### src/rtl/uart_rx_fifo.sv
// 8N1 UART receiver (16x oversampling, 2-of-3 vote) feeding a byte FIFO read over the peripheral bus.
// Byte visible one cycle after the stop decision; bus acks one cycle after request; a full FIFO drops bytes and sets OVR.
module uart_rx_fifo #(
    parameter int CLOCK_RATE = 50000000,
    parameter int BAUD_RATE  = 9600,
    parameter int FIFO_DEPTH = 16
) (
    input  logic        i_clock,
    input  logic        i_reset_n,
    input  logic        i_enable,
    input  logic        i_rw,
    input  logic        i_address,
    input  logic [31:0] i_wdata,
    output logic [31:0] o_rdata,
    output logic        o_ready,
    output logic        o_rx_irq,
    input  logic        UART_RX
);
    localparam int DIV = CLOCK_RATE / (BAUD_RATE * 16);
    localparam int DW  = (DIV > 1) ? $clog2(DIV) : 1;
    localparam int AW  = $clog2(FIFO_DEPTH);
    localparam int CW  = AW + 1;
    localparam logic [DW-1:0] DIV_LAST = DW'(DIV - 1);
    localparam logic [DW-1:0] TICK_ONE = DW'(1);
    localparam logic [AW-1:0] PTR_ONE  = AW'(1);
    localparam logic [CW-1:0] CNT_ONE  = CW'(1);
    localparam logic [CW-1:0] CNT_FULL = CW'(FIFO_DEPTH);

    typedef enum logic [2:0] {S_IDLE, S_START, S_DATA, S_STOP, S_WAIT_IDLE} state_t;

    logic          rx_meta, rx_s;
    logic [DW-1:0] tick_cnt;
    logic          tick;
    state_t        state, state_nxt;
    logic [3:0]    sc;
    logic          smp7, smp8, maj;
    logic [2:0]    bit_idx;
    logic [7:0]    shreg;
    logic          push_rx, ferr_evt;

    logic [7:0]    mem [FIFO_DEPTH];
    logic [AW-1:0] wr_ptr, rd_ptr;
    logic [CW-1:0] count;
    logic          full, empty, pop, push_ok, ovr_set;
    logic          ovr, ferr, acked, start, clr_ovr, clr_ferr;
    logic [8:0]    cnt9;
    logic [31:0]   status, rd_val;
    logic          unused_wdata;

    assign unused_wdata = ^{i_wdata[31:4], i_wdata[1:0]};

    always_ff @(posedge i_clock or negedge i_reset_n) begin
        if (!i_reset_n) begin
            rx_meta <= 1'b1;
            rx_s    <= 1'b1;
        end else begin
            rx_meta <= UART_RX;
            rx_s    <= rx_meta;
        end
    end

    assign tick = (tick_cnt == DIV_LAST);

    always_ff @(posedge i_clock or negedge i_reset_n) begin
        if (!i_reset_n)  tick_cnt <= '0;
        else if (tick)   tick_cnt <= '0;
        else             tick_cnt <= tick_cnt + TICK_ONE;
    end

    // The sc=9 sample is taken live so the vote resolves on the same tick.
    assign maj = (smp7 & smp8) | (smp7 & rx_s) | (smp8 & rx_s);

    always_ff @(posedge i_clock or negedge i_reset_n) begin
        if (!i_reset_n) state <= S_IDLE;
        else            state <= state_nxt;
    end

    always_comb begin
        state_nxt = state;
        push_rx   = 1'b0;
        ferr_evt  = 1'b0;
        if (tick) begin
            case (state)
                S_IDLE:      if (!rx_s) state_nxt = S_START;
                S_START: begin
                    if (sc == 4'd9 && maj) state_nxt = S_IDLE;
                    else if (sc == 4'd15)  state_nxt = S_DATA;
                end
                S_DATA:      if (sc == 4'd15 && bit_idx == 3'd7) state_nxt = S_STOP;
                S_STOP: begin
                    if (sc == 4'd9) begin
                        if (maj) begin
                            push_rx   = 1'b1;
                            state_nxt = S_IDLE;
                        end else begin
                            ferr_evt  = 1'b1;
                            state_nxt = S_WAIT_IDLE;
                        end
                    end
                end
                S_WAIT_IDLE: if (rx_s) state_nxt = S_IDLE;
                default:     state_nxt = S_IDLE;
            endcase
        end
    end

    always_ff @(posedge i_clock or negedge i_reset_n) begin
        if (!i_reset_n) begin
            sc      <= '0;
            smp7    <= 1'b1;
            smp8    <= 1'b1;
            bit_idx <= '0;
            shreg   <= '0;
        end else if (tick) begin
            sc <= (state == S_IDLE) ? 4'd0 : sc + 4'd1;
            if (sc == 4'd7) smp7 <= rx_s;
            if (sc == 4'd8) smp8 <= rx_s;
            if (state == S_START) bit_idx <= '0;
            if (state == S_DATA && sc == 4'd9)  shreg   <= {maj, shreg[7:1]};
            if (state == S_DATA && sc == 4'd15) bit_idx <= bit_idx + 3'd1;
        end
    end

    assign empty    = (count == '0);
    assign full     = (count == CNT_FULL);
    assign start    = i_enable & ~acked;
    assign pop      = start & ~i_rw & ~i_address & ~empty;
    assign push_ok  = push_rx & (~full | pop);
    assign ovr_set  = push_rx & full & ~pop;
    assign clr_ovr  = start & i_rw & i_address & i_wdata[2];
    assign clr_ferr = start & i_rw & i_address & i_wdata[3];
    assign o_rx_irq = ~empty;

    always_ff @(posedge i_clock) begin
        if (push_ok) mem[wr_ptr] <= shreg;
    end

    always_ff @(posedge i_clock or negedge i_reset_n) begin
        if (!i_reset_n) begin
            wr_ptr <= '0;
            rd_ptr <= '0;
            count  <= '0;
            ovr    <= 1'b0;
            ferr   <= 1'b0;
        end else begin
            if (push_ok) wr_ptr <= wr_ptr + PTR_ONE;
            if (pop)     rd_ptr <= rd_ptr + PTR_ONE;
            if (push_ok && !pop)      count <= count + CNT_ONE;
            else if (!push_ok && pop) count <= count - CNT_ONE;
            if (ovr_set)       ovr <= 1'b1;
            else if (clr_ovr)  ovr <= 1'b0;
            if (ferr_evt)      ferr <= 1'b1;
            else if (clr_ferr) ferr <= 1'b0;
        end
    end

    assign cnt9   = 9'(count);
    assign status = {15'b0, cnt9, 4'b0, ferr, ovr, full, ~empty};

    always_comb begin
        rd_val = '0;
        if (!i_rw) begin
            if (i_address)   rd_val = status;
            else if (!empty) rd_val = {24'b0, mem[rd_ptr]};
        end
    end

    always_ff @(posedge i_clock or negedge i_reset_n) begin
        if (!i_reset_n) begin
            acked   <= 1'b0;
            o_ready <= 1'b0;
            o_rdata <= '0;
        end else if (!i_enable) begin
            acked   <= 1'b0;
            o_ready <= 1'b0;
        end else if (!acked) begin
            acked   <= 1'b1;
            o_ready <= 1'b1;
            o_rdata <= rd_val;
        end
    end
endmodule

### config.mk
export PLATFORM = sky130hd
export DESIGN_NAME = uart_rx_fifo
export DESIGN_NICKNAME = d
export VERILOG_FILES = /design/src/rtl/uart_rx_fifo.sv
export SDC_FILE = /design/constraint.sdc
export NUM_CORES = 1
export LEC_CHECK = 0
export ABC_AREA = 1
export CORE_MARGIN = 2
export CORE_UTILIZATION = 24
export CTS_BUF_LIST = sky130_fd_sc_hd__clkbuf_16
export CTS_CLUSTER_SIZE = 40
export DETAILED_ROUTE_END_ITERATION = 12
export GPL_ROUTABILITY_DRIVEN = 0
export PLACE_DENSITY = 0.4
export SYNTH_ARGS = -nofsm -noshare
export SYNTH_HDL_FRONTEND = slang
export SYNTH_SLANG_ARGS = --single-unit
### constraint.sdc
create_clock -name i_clock -period 2.53 [get_ports i_clock]
set_clock_uncertainty 0.05 [all_clocks]
set_input_delay 0.3795 -clock i_clock [delete_from_list [all_inputs] [get_ports i_clock]]
set_output_delay 0.3795 -clock i_clock [all_outputs]
set_load 0.05 [all_outputs]
---- Yosys cells after proc, flatten, opt, wreduce, memory -nomap -nowiden ----
Memories as Yosys holds them, arrays and structs flattened.
Cells that the tools add are included.
storage, ports and cells
  memories ................................ 1
  RAM bits ................................ 128
  bits in registers ....................... 80
  output and inout bits ................... 34
  logic and storage cells ................. 119
operators by class
  reductions and logical operators ........ 20
  bitwise logic cells ..................... 23
  $add $sub $neg .......................... 7
  mux-type cells .......................... 34
  eq/ne operators ......................... 17
memories
  name  depth  width  rd ports  clocked after Yosys merged registers in  wr ports  RTL line  text
  mem   16     8      1         0                                        1         41        logic [7:0] mem [FIFO_DEPTH];
operators by type and width
  kind                                                                    count
  32-bit two-way mux                                                      2
  3-bit two-way mux                                                       9
  1-bit two-way mux                                                       17
  3-bit case mux with 5 select lines                                      1
  1-bit bitwise AND                                                       14
  4-bit by 1-bit adder with 4-bit output (second input constant)          3
  4-bit equality test (second input constant)                             3
  5-bit two-way mux                                                       2
  2-bit inequality test (second input constant)                           5
  2-bit AND reduction                                                     5
  9-bit by 1-bit adder with 9-bit output (second input constant)          1
  9-bit equality test (second input constant)                             1
  9-bit two-way mux                                                       1
  8-bit two-way mux                                                       1
  2-bit nonzero test                                                      4
  3-bit by 2-bit equality test with 1-bit output (second input constant)  2
  3-bit equality test (second input constant)                             2
  1-bit logical AND                                                       6
  1-bit inverter                                                          6
  6-bit AND reduction                                                     1
  5-bit by 1-bit adder with 5-bit output (second input constant)          1
  5-bit equality test (second input constant)                             1
  5-bit logical NOT                                                       1
  5-bit by 1-bit subtractor with 5-bit output (second input constant)     1
  other kinds (8)                                                         11

---- Longest topological paths before layout ----
  word-level depth ........................ 12
  depth in mapped cells ................... 16
  depth with buffers taken out ............ 15

---- Least setup slack after synthesis ----
Ideal clock, no wire load.
  path kind ............................... reg2reg
  from .................................... reg tick_cnt[0]
  to ...................................... reg count[4]
  stages on the path, launching flop included .. 17
  data arrival time ....................... 2359 ps
  period minus slack after synthesis ...... 2532 ps
  buffers on the path ..................... 1
  data required time ...................... 2357 ps
  path slack .............................. -2 ps
  library setup time ...................... 123 ps
  cell sequence ........................... dfrtp_1 > inv_1 > ha_1 > nand3_1 > nor2_2 > buf_6 > nand4_4 > nor2_8 > ha_1 > inv_1 > ha_1 > nand2_1 > a21oi_1 > nor2_1 > nand2_1 > nand3_1 > xor2_1
between the ends
  longest elaborated chain between the ends .. 6
ends and longest elaborated chain
  item                          RTL line  text
  start: declaration            32        logic [DW-1:0] tick_cnt;
  start signal: assignment      67        else tick_cnt <= tick_cnt + TICK_ONE;
  9-bit equality test (*)       62        assign tick = (tick_cnt == DIV_LAST);
  1-bit two-way mux (*)         82        if (tick) begin
  1-bit bitwise AND (*)         128       assign push_ok = push_rx & (~full | pop);
  net push_ok                   44        logic full, empty, pop, push_ok, ovr_set;
  1-bit logical NOT             149       else if (!push_ok && pop) count <= count - CNT_ONE;
  1-bit logical AND             149
  2-bit nonzero test (no line)  -
  end signal: assignment        148       if (push_ok && !pop) count <= count + CNT_ONE;
  end signal: assignment        149
  end: declaration              43        logic [CW-1:0] count;
Mark *: on every way through the listed nets, which the timed path passes. The rest lies on a longest branch.
A chain may end at the register's enable or synchronous reset.

---- Worst setup path after layout ----
  from .................................... reg rx_s
  to ...................................... reg count[4]
between the ends
  longest elaborated chain between the ends .. 11
ends and longest elaborated chain
  item                          RTL line  text
  start: declaration            31        logic rx_meta, rx_s;
  start signal: assignment      58        rx_s <= rx_meta;
  1-bit bitwise AND             71        assign maj = (smp7 & smp8) | (smp7 & rx_s) | (smp8 & rx_s);
  1-bit bitwise OR              71
  1-bit bitwise OR (*)          71
  1-bit two-way mux (*)         92        if (maj) begin
  1-bit two-way mux (*)         91        if (sc == 4'd9) begin
  1-bit two-way mux (*)         83        case (state)
  1-bit two-way mux (*)         82
  1-bit bitwise AND (*)         128
  net push_ok                   44
  1-bit logical NOT             149
  1-bit logical AND             149
  2-bit nonzero test (no line)  -
Marked as above.

==> metrics list <==
* DRT antenna net count: 0
- In the final routed layout, each cell accounts on average for 15.35 um.
* Final core utilization: 29.24%
- Setup violations remaining at the end of the flow were counted as 0.
* Critical-path maximum fanout: 4
* Vias in the first global route: 5609
- # DRC: 0
- In this run the vertical extent of the chip is 192.0 um.
- Cells with a size suffix above 1 make up 13.75% of the layout.
- Overall die area: 36840 um2
- Terminating pin of the worst hold path: rx_s
* Maximum number of pins on one net before global-route repair: 51
- In this run, the number of DRC markers left after iteration 0 of detailed routing was 202.
- Clock root buffer: sky130_fd_sc_hd__clkbuf_16
- Start point of the worst min-delay path: rx_meta
- Across all layers, the routed design uses 5583 vias.
- Once layout is done, the placed cells without fillers occupy 10130 um2.
- Longest Clk Path Bufs: 2
- Most frequent cells in the layout: sky130_fd_sc_hd__nand2_1, sky130_fd_sc_hd__edfxtp_1, sky130_fd_sc_hd__inv_1, sky130_fd_sc_hd__nor2_1, sky130_fd_sc_hd__nand3_1
- For this block, the routed nets add up to 20600 um of wire.
- In the synthesized netlist the dominant register cell turns out to be sky130_fd_sc_hd__edfxtp_1.
- Yosys warning count: 0
* Total of max-cap violations: 0
- Hold crit path type: flop to flop
- Actual transition at the worst max-transition pin: 0.8258 ns
- In this run the power density over the cells is between 800 and 900 nW/um2.
- Number of cells on the worst reg-to-reg path: 13
* Count of nets after finishing: 930
* CP Data Arrival Time: 2.70 ns
- The analysis attributes to cell leakage a power of 4.386 nW.
- For this configuration, the core starts out at a cell density of 24.48%.
- Synthesis produced 808 cells.
- 72 I/O pins were placed.
* Post-synth EDFFs: approximately 130
- In this run, CTS created clock tree buffers numbering 17.
* Most frequent standard cell in the layout excluding fill and tap cells: sky130_fd_sc_hd__nand2_1
* Maximum clock frequency: 411.4 MHz
- Run status: complete, no violations
- Global routing finished with a remaining overflow of 0.
- Synthesis inferred around 190 register bits.
- Setup repair after global routing missed its margin: true
- Start point of the critical path: rx_s
- The repair_antennas step left the layout with diodes totalling 0.
* Startpoint of the worst register-to-register path: rx_s
- Summed over all nets, the half-perimeter wirelength after detailed placement is 13300 um.
- In this run the critical register-to-register path is captured at count[4].
- Path type of the worst setup path: flop to flop
- The number of failing hold endpoints at the final stage was 0.
- Final critical-path share of the clock period: 96.09%
- Vias per inst: 4.160
- For this design, the sink count on the clock tree is 189.
* Longest individual stage delay on the worst path: 0.56 ns
* Kind of end point of the critical path: flop
* Post-Route Hold Slack: 0.3087 ns
- Post-layout total power: around 9.0 mW
- Placed cell area: 9439 um2
- TritonCTS built the clock tree.
* Count of H-tree levels built during CTS: 4
- Number of buffer cells added on primary ports: 22
* Max IR drop VDD: 0.4629 mV
- Yosys mapped the design onto 45 distinct sky130hd cell types.
- For the final routed database, the setup TNS stands at 0 ns.
- Horizontal die dimension: 192.0 um
- The share of the Yosys chip area taken by registers is 63.40%.
- For the worst setup path, the data required time is 2.80 ns.
- Detailed-routing iteration count for the pre-antenna-repair pass: 5
* Initial antenna violation count: 0
- After floorplanning, the core was divided into 68 placement rows.
- Register-to-register setup slack: 0.1 ns
- Overall fraction of global-route tracks in use: 11.97%
- After synthesis, the share of flip-flops with an asynchronous set or reset is 32.28%.
- The worst hold path passes through 0 cells.
- Crit path max-delay cell type: sky130_fd_sc_hd__dfstp_2
* Post-layout min period: 2.431 ns
* Max-slew headroom at the worst pin: between 40% and 50%
- Worst setup SP type: flop
- The core region is approximately 35000 um2.
- The average instance in the mapped netlist occupies 10.49 um2.
* Netlist area before placement: approximately 8500 um2
- Worst skew pair latency: roughly 0.43 ns
- Most prevalent standard cell on the critical path: sky130_fd_sc_hd__ha_4
* Global-route wire length before repair: between 30000 and 40000 um
- List of cells traversed by the critical path: inv_1, o21ai_2, nand4_4, nor2_8, ha_4, clkinvlp_4, ha_4, nand2_2, a21oi_2, nor2_1, nand2_1, nand3_2, xor2_1
* Max-slew violation count: 0
- Relative to the synthesized area, the layout overhead comes to 19.44%.
* CTS clk-pin slew, worst paths: 0.07 ns
## cell families (layout without fill, tap and decap cells)
family,Yosys count,after routing,synth area share [%]
AND/OR/NAND/NOR,363,363,18.76
flip-flops,189,189,63.40
buffers and inverters,136,197,7.556
AO/OA/AOI/OAI,92,92,6.479
adder cells (fa/ha/maj),18,18,2.745
XOR/XNOR,9,9,1.018
other,1,19,0.04423
## metrics by stage
stage	cells	setup WS (ns)
final	1342	0.09898
after global routing	1342	-0.07837
after CTS	1337	0.02189
after detailed placement	1304	-0.2966
after global placement	1304	-0.2854
after floorplan	826	0.01086
## report_power, final
part | internal (mW) | switching, mW
sequential | 3.40 | 0.0741
combinational | 0.940 | 1.89
clock | 1.45 | 1.22
## synthesized netlist by cell type (2+ instances only)
cell | count | area, um2
sky130_fd_sc_hd__nand2_1 | 178 | 668.1
sky130_fd_sc_hd__edfxtp_1 | 128 | 3844
sky130_fd_sc_hd__inv_1 | 83 | 311.6
sky130_fd_sc_hd__nor2_1 | 81 | 304.0
sky130_fd_sc_hd__nand3_1 | 76 | 380.4
sky130_fd_sc_hd__dfrtp_1 | 57 | 1426
sky130_fd_sc_hd__o21ai_0 | 53 | 265.3
sky130_fd_sc_hd__buf_4 | 21 | 157.7
sky130_fd_sc_hd__ha_1 | 17 | 212.7
sky130_fd_sc_hd__o211ai_1 | 16 | 120.1
sky130_fd_sc_hd__buf_2 | 11 | 55.05
sky130_fd_sc_hd__clkbuf_1 | 10 | 37.54
sky130_fd_sc_hd__a21oi_1 | 9 | 45.04
sky130_fd_sc_hd__nand4_1 | 7 | 43.79
sky130_fd_sc_hd__xor2_1 | 7 | 61.31
sky130_fd_sc_hd__a32o_1 | 5 | 50.05
sky130_fd_sc_hd__buf_6 | 5 | 56.30
sky130_fd_sc_hd__nor3_1 | 5 | 25.02
sky130_fd_sc_hd__dfstp_2 | 4 | 105.1
sky130_fd_sc_hd__nand2_4 | 4 | 45.04
sky130_fd_sc_hd__inv_2 | 3 | 11.26
sky130_fd_sc_hd__nor2_2 | 3 | 18.77
sky130_fd_sc_hd__clkinv_1 | 2 | 7.510
sky130_fd_sc_hd__o31ai_1 | 2 | 15.01
## area by class of cell
class	count	area (um2)
Fill cell	3644	24500
Sequential cell	189	5376
Multi-Input combinational cell	501	2601
Timing Repair Buffer	77	674.4
Tap cell	455	569.3
Clock buffer	17	425.4
Inverter	88	334.1
Clock inverter	15	145.1
## metal layers
metal / vias to the layer above / track usage (%) / wire length, um
li1: 2794 / - / -
met1: 2701 / 17.70 / 10790
met2: 76 / 17.95 / 9067
met3: 12 / 2.193 / 507
met4: 0 / 2.929 / 237
met5: - / 0 / 0
## worst max-delay path: cells and delay by family, from the launching register on
kind	cells	cell delay, ns
AO/OA/AOI/OAI	2	0.33
adder cells (fa/ha/maj)	2	0.48
buffers and inverters	2	0.25
XOR/XNOR	1	0.14
AND/OR/NAND/NOR	6	0.51
flip-flops	1	0.56
## what timing repair did
item / in CTS / in global routing
gates resized for setup: 0 / 18
buffers inserted: 0 / 5
hold endpoints to repair: 23 / 0
hold buffers: 1 / 0
endpoints found under the setup margin: 0 / 4
## worst max-delay path by stage
| stage | slack (ns) | depth (start not counted) | endpoint |
|---|---|---|---|
| finish | 0.1 | 13 | count[4] |
| global route | -0.08 | 15 | count[4] |
| CTS | 0.02 | 15 | count[4] |
| detailed placement | -0.30 | 15 | count[4] |
| global placement | -0.29 | 15 | count[4] |
| floorplan | 0.01 | 14 | count[4] |
## state kept, by name (all words and copies together) (netlist names), 3 cells and up
signal    flops
bit_idx       3
count         5
mem         128
o_rdata      13
rd_ptr        4
sc            4
shreg         8
state         3
tick_cnt      9
wr_ptr        4
(Power assumes the default switching activity.)
